--- src/rtl/uart_pkg.sv ---
// Shared definitions for the uart transceiver and its byte-side clients.
package uart_pkg;

  localparam int UART_DW = 8;
  localparam logic [UART_DW-1:0] ERR_BYTE_DEF = 8'h3F;

  typedef enum logic [1:0] {
    ST_IDLE      = 2'd0,
    ST_SEND      = 2'd1,
    ST_WAIT_BUSY = 2'd2,
    ST_WAIT_DONE = 2'd3
  } state_e;

endpackage

--- src/rtl/uart_byte_fifo.sv ---
// Circular byte FIFO with zero-latency head output; a push while full is
// accepted only when a pop frees the slot in the same cycle.
module uart_byte_fifo
  import uart_pkg::*;
#(
  parameter int DEPTH = 16,
  localparam int AW = $clog2(DEPTH),
  localparam int CW = AW + 1
) (
  input  logic               clk,
  input  logic               rst,
  input  logic               push,
  input  logic [UART_DW-1:0] din,
  input  logic               pop,
  output logic [UART_DW-1:0] dout,
  output logic               empty,
  output logic               full,
  output logic [CW-1:0]      count
);

  logic [UART_DW-1:0] mem [DEPTH];
  logic [AW-1:0]      wr_ptr;
  logic [AW-1:0]      rd_ptr;
  logic               do_push;
  logic               do_pop;

  assign empty   = (count == '0);
  assign full    = (count == CW'(DEPTH));
  assign do_pop  = pop && !empty;
  assign do_push = push && (!full || do_pop);
  assign dout    = mem[rd_ptr];

  // Pointers wrap naturally because DEPTH is a power of two.
  always_ff @(posedge clk) begin
    if (rst) begin
      wr_ptr <= '0;
      rd_ptr <= '0;
      count  <= '0;
    end else begin
      if (do_push) wr_ptr <= wr_ptr + AW'(1);
      if (do_pop)  rd_ptr <= rd_ptr + AW'(1);
      case ({do_push, do_pop})
        2'b10:   count <= count + CW'(1);
        2'b01:   count <= count - CW'(1);
        default: count <= count;
      endcase
    end
  end

  always_ff @(posedge clk) begin
    if (do_push) mem[wr_ptr] <= din;
  end

endmodule

--- src/rtl/uart_echo_responder.sv ---
// Loopback responder: queues bytes received by the UART and replays each one
// on the UART transmit interface, honouring is_transmitting as back-pressure.
module uart_echo_responder
  import uart_pkg::*;
#(
  parameter int                 DEPTH        = 16,
  parameter bit                 ERR_ECHO     = 1'b1,
  parameter logic [UART_DW-1:0] ERR_BYTE     = ERR_BYTE_DEF,
  parameter int                 BUSY_TIMEOUT = 8,
  localparam int CW = $clog2(DEPTH) + 1,
  localparam int TW = $clog2(BUSY_TIMEOUT + 1)
) (
  input  logic               clk,
  input  logic               rst,
  input  logic               received,
  input  logic [UART_DW-1:0] rx_byte,
  input  logic               recv_error,
  input  logic               is_transmitting,
  output logic               transmit,
  output logic [UART_DW-1:0] tx_byte,
  output logic [CW-1:0]      fifo_count,
  output logic               overflow,
  output logic [7:0]         err_count
);

  state_e             state;
  logic [TW-1:0]      tmo_cnt;
  logic               push;
  logic [UART_DW-1:0] push_data;
  logic               pop;
  logic [UART_DW-1:0] head;
  logic               empty;
  logic               full;

  // A real byte always wins over a same-cycle framing error.
  assign push      = received || (recv_error && ERR_ECHO);
  assign push_data = received ? rx_byte : ERR_BYTE;
  assign pop       = (state == ST_IDLE) && !empty && !is_transmitting;
  assign transmit  = (state == ST_SEND);

  uart_byte_fifo #(
    .DEPTH (DEPTH)
  ) u_fifo (
    .clk   (clk),
    .rst   (rst),
    .push  (push),
    .din   (push_data),
    .pop   (pop),
    .dout  (head),
    .empty (empty),
    .full  (full),
    .count (fifo_count)
  );

  always_ff @(posedge clk) begin
    if (rst) begin
      state     <= ST_IDLE;
      tmo_cnt   <= '0;
      tx_byte   <= '0;
      overflow  <= 1'b0;
      err_count <= '0;
    end else begin
      if (push && full && !pop) overflow <= 1'b1;
      if (recv_error && (err_count != 8'hFF)) err_count <= err_count + 8'd1;

      case (state)
        ST_IDLE: begin
          if (pop) begin
            tx_byte <= head;
            state   <= ST_SEND;
          end
        end
        ST_SEND: begin
          tmo_cnt <= '0;
          state   <= ST_WAIT_BUSY;
        end
        // A UART that never reports busy must not stall the echo path forever.
        ST_WAIT_BUSY: begin
          if (is_transmitting) begin
            state <= ST_WAIT_DONE;
          end else if (tmo_cnt == TW'(BUSY_TIMEOUT - 1)) begin
            state <= ST_IDLE;
          end else begin
            tmo_cnt <= tmo_cnt + TW'(1);
          end
        end
        ST_WAIT_DONE: begin
          if (!is_transmitting) state <= ST_IDLE;
        end
        default: state <= ST_IDLE;
      endcase
    end
  end

endmodule

--- config.mk ---
export PLATFORM = sky130hd
export DESIGN_NAME = uart_echo_responder
export DESIGN_NICKNAME = d
export VERILOG_FILES = /design/src/rtl/uart_pkg.sv /design/src/rtl/uart_byte_fifo.sv /design/src/rtl/uart_echo_responder.sv
export SDC_FILE = /design/constraint.sdc
export NUM_CORES = 1
export LEC_CHECK = 0
export ABC_AREA = 1
export CORE_MARGIN = 2
export CORE_UTILIZATION = 35
export DETAILED_ROUTE_END_ITERATION = 10
export SKIP_LAST_GASP = 1
export SYNTH_ARGS = -nofsm -noshare
export SYNTH_HDL_FRONTEND = slang
export SYNTH_SLANG_ARGS = --single-unit
--- constraint.sdc ---
create_clock -name clk -period 1.9 [get_ports clk]
set_input_delay 0.285 -clock clk [delete_from_list [all_inputs] [get_ports clk]]
set_output_delay 0.285 -clock clk [all_outputs]
set_load 0.02 [all_outputs]
=== Word level (Yosys, flattened, before mapping) ===
Memories as Yosys holds them, arrays and structs flattened. A register that Yosys moved wholly into a read port is not among the register bits.
Cells that the tools add are included.

* Input bits: 13
* Bits in registers: 28
* Bits in writable memories: 128
* Output and inout port bits: 23
* Memories: 1
* Logic and storage cells: 59

* Add/subtract/negate cells: 6
* Reduce and logical (&&, ||, !) cells: 20
* Multiplexer cells: 12
* Equal/unequal tests: 13

{| class="wikitable"
|+ Memory list
! name !! words !! width !! read ports !! clocked after Yosys merged registers in !! wr ports !! line !! text
|-
| u_fifo.mem || 16 || 8 || 1 || 1 || 1 || uart_byte_fifo.sv:21 || <nowiki>logic [UART_DW-1:0] mem [DEPTH];</nowiki>
|}

{| class="wikitable"
|+ Operator list
! cell !! number
|-
| 4-bit by 1-bit adder with 4-bit output (second input constant) || 3
|-
| 5-bit case mux with 2 select lines || 1
|-
| 8-bit by 1-bit adder with 8-bit output (second input constant) || 1
|-
| 2-bit two-way mux || 4
|-
| 4-bit two-way mux || 2
|-
| 8-bit two-way mux || 1
|-
| 2-bit inequality test (second input constant) || 4
|-
| 8-bit inequality test (second input constant) || 1
|-
| 2-bit case mux with 4 select lines || 1
|-
| 4-bit case mux with 2 select lines || 1
|-
| 1-bit logical AND || 7
|-
| 2-bit == test (second input constant) || 3
|-
| 3-bit AND reduction || 2
|-
| 5-bit by 1-bit adder with 5-bit output (second input constant) || 1
|-
| 5-bit == test (second input constant) || 1
|-
| 5-bit zero test || 1
|-
| 5-bit by 1-bit subtractor with 5-bit output (second input constant) || 1
|-
| 2-bit by 1-bit == test with 1-bit output (second input constant) || 2
|-
| 4-bit by 3-bit == test with 1-bit output (second input constant) || 1
|-
| 1-bit zero test || 4
|-
| 2-bit nonzero test || 2
|-
| 3-bit inequality test (second input constant) || 1
|-
| 2-bit zero test || 1
|-
| 1-bit logical OR || 2
|-
| 2 further kinds || 3
|}

=== Logic depth before layout (Yosys ltp) ===
* Word-level depth: 9
* Gate-level depth with buffers: 17
* Mapped depth without buffers: 17

=== Cells and area by module ===
A second synthesis with hierarchy kept.

* Cells, all modules: 709
* Area, all modules: 7329.5 µm²

{| class="wikitable"
|+ Modules (own cells, without submodules)
! module !! cells an instance !! instances !! area each (µm²) !! sequential area each (µm²)
|-
| uart_byte_fifo || 536 || 1 || 6147.1 || 4184.0
|-
| uart_echo_responder || 173 || 1 || 1182.4 || 460.4
|}

=== Least setup slack after synthesis ===
OpenSTA, ideal clock, no wires.

* Path kind: flip-flop to flip-flop
* From: register u_fifo.count[1]
* To: register u_fifo.count[4]
* Data required time: 1.768 ns
* Cell stages (with the launch flop): 16
* Buffers on the path: 1
* Data arrival time: 2.061 ns
* Setup slack: -0.293 ns
* Clock period less this slack: 2.193 ns
* Library setup time: 0.132 ns
* Cells stage by stage: dfxtp_1 -> inv_1 -> nand4_1 -> nand2_2 -> inv_2 -> buf_4 -> ha_1 -> xor2_1 -> ha_1 -> inv_1 -> nand2_1 -> nand3_1 -> nand3b_1 -> nand2_1 -> nand2_1 -> a21oi_1

* Word-level cells in the longest chain between the ends: 9
* Elaborated cells between the ends (all ways): 15
* Classes of those cells: add/sub (2); eq/ne (3); mux (1); reduce/logical (9)

{| class="wikitable"
|+ Ends and longest elaborated chain
! what !! line !! text
|-
| from (decl) || uart_byte_fifo.sv:18 || <nowiki>output logic [CW-1:0] count</nowiki>
|-
| from (signal assigned) || uart_byte_fifo.sv:43 || <nowiki>2'b10: count <= count + CW'(1);</nowiki>
|-
| from (signal assigned) || uart_byte_fifo.sv:44 || <nowiki>2'b01: count <= count - CW'(1);</nowiki>
|-
| from (signal assigned) || uart_byte_fifo.sv:45 || <nowiki>default: count <= count;</nowiki>
|-
| 5-bit zero test * || uart_byte_fifo.sv:27 || <nowiki>assign empty = (count == '0);</nowiki>
|-
| 1-bit zero test * || uart_byte_fifo.sv:29, uart_echo_responder.sv:38 ||
|-
| 1-bit logical AND (2 in series) || uart_echo_responder.sv:38 || <nowiki>assign pop = (state == ST_IDLE) && !empty && !is_transmitting;</nowiki>
|-
| 1-bit logical AND * || uart_byte_fifo.sv:29 || <nowiki>assign do_pop = pop && !empty;</nowiki>
|-
| net u_fifo.do_pop || uart_byte_fifo.sv:25 || <nowiki>logic do_pop;</nowiki>
|-
| 1-bit logical OR || uart_byte_fifo.sv:30 || <nowiki>assign do_push = push && (!full || do_pop);</nowiki>
|-
| 1-bit logical AND || uart_byte_fifo.sv:30 ||
|-
| 2-bit by 1-bit == test with 1-bit output or 2-bit == test (tied branches) || uart_byte_fifo.sv:42 || <nowiki>case ({do_push, do_pop})</nowiki>
|-
| 5-bit case mux with 2 select lines or 2-bit nonzero test (tied branches) || -- ||
|}

The timed path passes the listed nets; every way through them passes the cells marked *.
A chain may end at the register's enable or synchronous reset.

=== Worst setup path in the final report ===
* From: register u_fifo.count[0]
* To: register u_fifo.count[4]

* Word-level cells in the longest chain between the ends: 9
* Elaborated cells between the ends (all ways): 15
* Classes of those cells: add/sub (2); eq/ne (3); mux (1); reduce/logical (9)

{| class="wikitable"
|+ Ends and longest elaborated chain
! what !! line
|-
| 5-bit zero test || uart_byte_fifo.sv:27
|-
| 1-bit zero test || uart_byte_fifo.sv:29, uart_echo_responder.sv:38
|-
| 1-bit logical AND (2 in series) || uart_echo_responder.sv:38
|-
| 1-bit logical AND || uart_byte_fifo.sv:29
|-
| 1-bit logical OR || uart_byte_fifo.sv:30
|-
| 1-bit logical AND || uart_byte_fifo.sv:30
|-
| 2-bit by 1-bit == test with 1-bit output or 2-bit == test (tied branches) || uart_byte_fifo.sv:42
|-
| 5-bit case mux with 2 select lines or 2-bit nonzero test (tied branches) || --
|}

Several ways; a longest one is shown, not always the timed one.

==> flow_summary_export.csv <==
group,metric,value,unit
yosys,avgSynthCellArea,9.34,um2
finish,area_growth,22.8,%
yosys,async_flop_share,0,%
critical_path,cp-start-kind,"flip-flop",
sta,rsz0062_at_grt,"true",
critical_path,crit_fanout,4,
yosys,yosys_register_bits,164,
global_routing,grt_usage,15.7,%
die,core_area,21000,um2
yosys,ys_types,32,
place,dpl.hpwl,10700,um
drt,drc_errors,0,
yosys,ys.flop_type,"edfxtp_1",
drt,dr_wl_met3,573,um
yosys,yosysWarnings,0,
die,pin_count,36,
finish,fin_area,9130,um2
place,placed_cell_area,8460,um2
yosys,synth_fa_ha_area_share,1.85,%
yosys,synth_xor_area_share,1.41,%
sta,final.min_clock_period,2030,ps
drt,wl_per_cell,14.4,um
sta,finalWorstSetupSlack,-128,ps
critical_path,worstSetupPathType,"reg -> reg",
yosys,synth_top_family_by_area,"simple AND/OR/NAND/NOR gates",
drt,top_layer,"met4",
drt,ant_nets,0,
finish,n_antenna_cell,0,
cts,cts_buffers,17,
die,start_util,35.5,%
cts,cts-root-buf,"clkbuf_16",
finish,fillCellCount,2040,
pwr,power_density,1250,nW/um2
place,port_buffers,35,
drt,drtPass1Iterations,5,
cts,htreeDepth,4,
sta,tightest_slew,581,ps
global_routing,antenna_found_initial,0,
drt,wl_met2,7910,um
drt,route.vias.total,5402,
critical_path,critPathArrivalTime,2380,ps
yosys,syn-num-nets,820,
die,rows,53,
cts,clk_pin_slew,60,ps
finish,drive_gt1_share,15.1,%
cts,cts.hold.buffers_added,0,
job,drv_cap,0,
yosys,synth_mux_area_share,0,%
die,die_h,150,um
drt,first_iter_violations,403,
sta,fin_skew,6.94,ps
pwr,power,11.5,mW
yosys,synthCells,796,
yosys,synth_edf_count,128,
sta,fmax,493,MHz
critical_path,critPathCaptureType,"flip-flop",
sta,fin_crit_sh,107,%
global_routing,grt_max_degree,35,
yosys,synth_area,7440,um2
drt,wl_met1,8070,um
sta,relSlewSlack,61.1,%
cts,clock_latency,430,ps
sta,finalSetupViolCount,3,
yosys,yosysSeqAreaShare,61.4,%
global_routing,grt_pass1_wl,26700,um
worst_hold_path,hold_class,"reg -> reg",
yosys,yosys.area_share.simple,24.7,%
run_status,violations,"setup timing",
drt,viasPerCell,4.60,
place,gp_congestion,0.776,
pwr,p_leak,3.88,nW
yosys,synth_compound_area_share,2.57,%
cts,cts_buffer_depth,2,
die,die_w,150,um
critical_path,cp.required,2250,ps
global_routing,grt_pass1_vias,5008,
finish,nets,912,
drt,drt-total-wl,16900,um
die,die_area,22400,um2
run_status,outcome,"complete, but fails checks",
cts,clock_sinks,164,
sta,maxSlewViolCount,0,
sta,hold_slack,486,ps
global_routing,grt.overflow.total,0,
cts,cts_tree,"yes",
sta,hold_viol_final,0,
pwr,ir_drop,0.672,mV
## sequential cells by signal, summed over array words and instances, names as in the netlist
signal	flops
overflow	1
state	2
err_count	8
tmo_cnt	4
u_fifo.mem	128
u_fifo.count	5
tx_byte	8
u_fifo.wr_ptr	4
u_fifo.rd_ptr	4
## metrics by stage
stage                     setup WS (ps)  setup TNS (ps)  util [%]  instances
after floorplan                    -103            -158         -        796
after global placement             -316          -18120      40.4       1135
after detailed placement           -358          -21590      40.4       1135
after CTS                         -57.2           -57.2      43.5       1174
after global routing               -276           -7430      43.6       1175
final                              -128            -266      43.6       1175
## report_power, final
part / total [mW] / switching, mW / internal [mW]
combinational: 3.76 / 2.28 / 1.48
sequential: 4.29 / 0.138 / 4.16
clock: 3.40 / 1.35 / 2.05
## area by class of cell
type	count	area, um2	share of cell area (%)
clock buffer	21	440	4.82
clock inverter	10	134	1.47
inverter	111	419	4.59
multi-input combinational	491	2320	25.4
sequential	164	4580	50.2
tap	275	344	3.77
timing repair buffer	103	888	9.73
## worst max-delay path: stages (launching register included)
cell and delay, ps:
dfxtp_4 350, nor2_4 110, nand4_1 140, nand2_2 140, nand2_2 80, nand2_4 100
ha_4 160, xor2_2 150, ha_2 180, inv_1 50, nand2_2 70, nand3_2 80
nand2_1 70, nand2_1 40, nand2_1 80, nand2_2 50, a21oi_2 100
## cells by family after synthesis
logic type,count (synthesis)
DFF,164
adders and majority gates,11
and+or+nand+nor,432
buffers and inverters,141
xor gates and xnor gates,12
AOI/OAI and AO/OA,36
## layout by cell type (no fill, tap or decap), types with 4 or more instances in the layout
| master | count |
|---|---|
| nand3_1 | 103 |
| clkdlybuf4s50_1 | 34 |
| or2_2 | 6 |
| buf_4 | 65 |
| clkbuf_1 | 4 |
| inv_2 | 4 |
| a21oi_1 | 21 |
| nor2_1 | 52 |
| nand2_1 | 247 |
| clkinvlp_4 | 4 |
| ha_1 | 8 |
| edfxtp_1 | 128 |
| o21ai_0 | 8 |
| dfxtp_1 | 30 |
| inv_1 | 104 |
| clkbuf_16 | 17 |
| nand2_2 | 11 |
| dfxtp_4 | 4 |
| xor2_1 | 8 |
## repair_timing
item,CTS,global route
hold endpoints to repair,0,0
buffers inserted,8,3
gates resized for setup,8,2
pin swaps,6,13
setup endpoints to repair,4,6
## cell usage after synthesis (2+ instances only)
| cell type | number | area [um2] |
|---|---|---|
| nand3b_1 | 2 | 15.0 |
| buf_2 | 14 | 70.1 |
| buf_6 | 2 | 22.5 |
| ha_1 | 11 | 138 |
| nor2_2 | 2 | 12.5 |
| o21ai_0 | 9 | 45.0 |
| buf_4 | 9 | 67.6 |
| xnor2_1 | 3 | 26.3 |
| nand4_1 | 2 | 12.5 |
| edfxtp_1 | 128 | 3840 |
| nand3_1 | 104 | 521 |
| nand2_2 | 8 | 50.1 |
| inv_1 | 104 | 390 |
| nand2_1 | 250 | 938 |
| nor2_1 | 53 | 199 |
| dfxtp_1 | 36 | 721 |
| inv_2 | 4 | 15.0 |
| xor2_1 | 9 | 78.8 |
| clkbuf_1 | 4 | 15.0 |
| nand2_4 | 2 | 22.5 |
| a31oi_1 | 2 | 12.5 |
| or2_2 | 6 | 37.5 |
| clkinv_1 | 2 | 7.51 |
| a21oi_1 | 22 | 110 |
## final timing paths
check	slack, ps	cells after the start	to	startpoint
worst max register to register	-130	16	u_fifo.count[4]	u_fifo.count[0]
worst max-delay path	-130	16	u_fifo.count[4]	u_fifo.count[0]
worst min-delay path	490	2	overflow	overflow
worst min register to register	490	2	overflow	overflow
## routing by layer
| metal | up-vias | global-route usage, % |
|---|---|---|
| met5 | - | 0 |
| met4 | 0 | 5.42 |
| met3 | 21 | 3.02 |
| met2 | 97 | 25.1 |
| met1 | 2541 | 21.5 |
| li1 | 2743 | - |
Power figures use the tool's default switching activity.
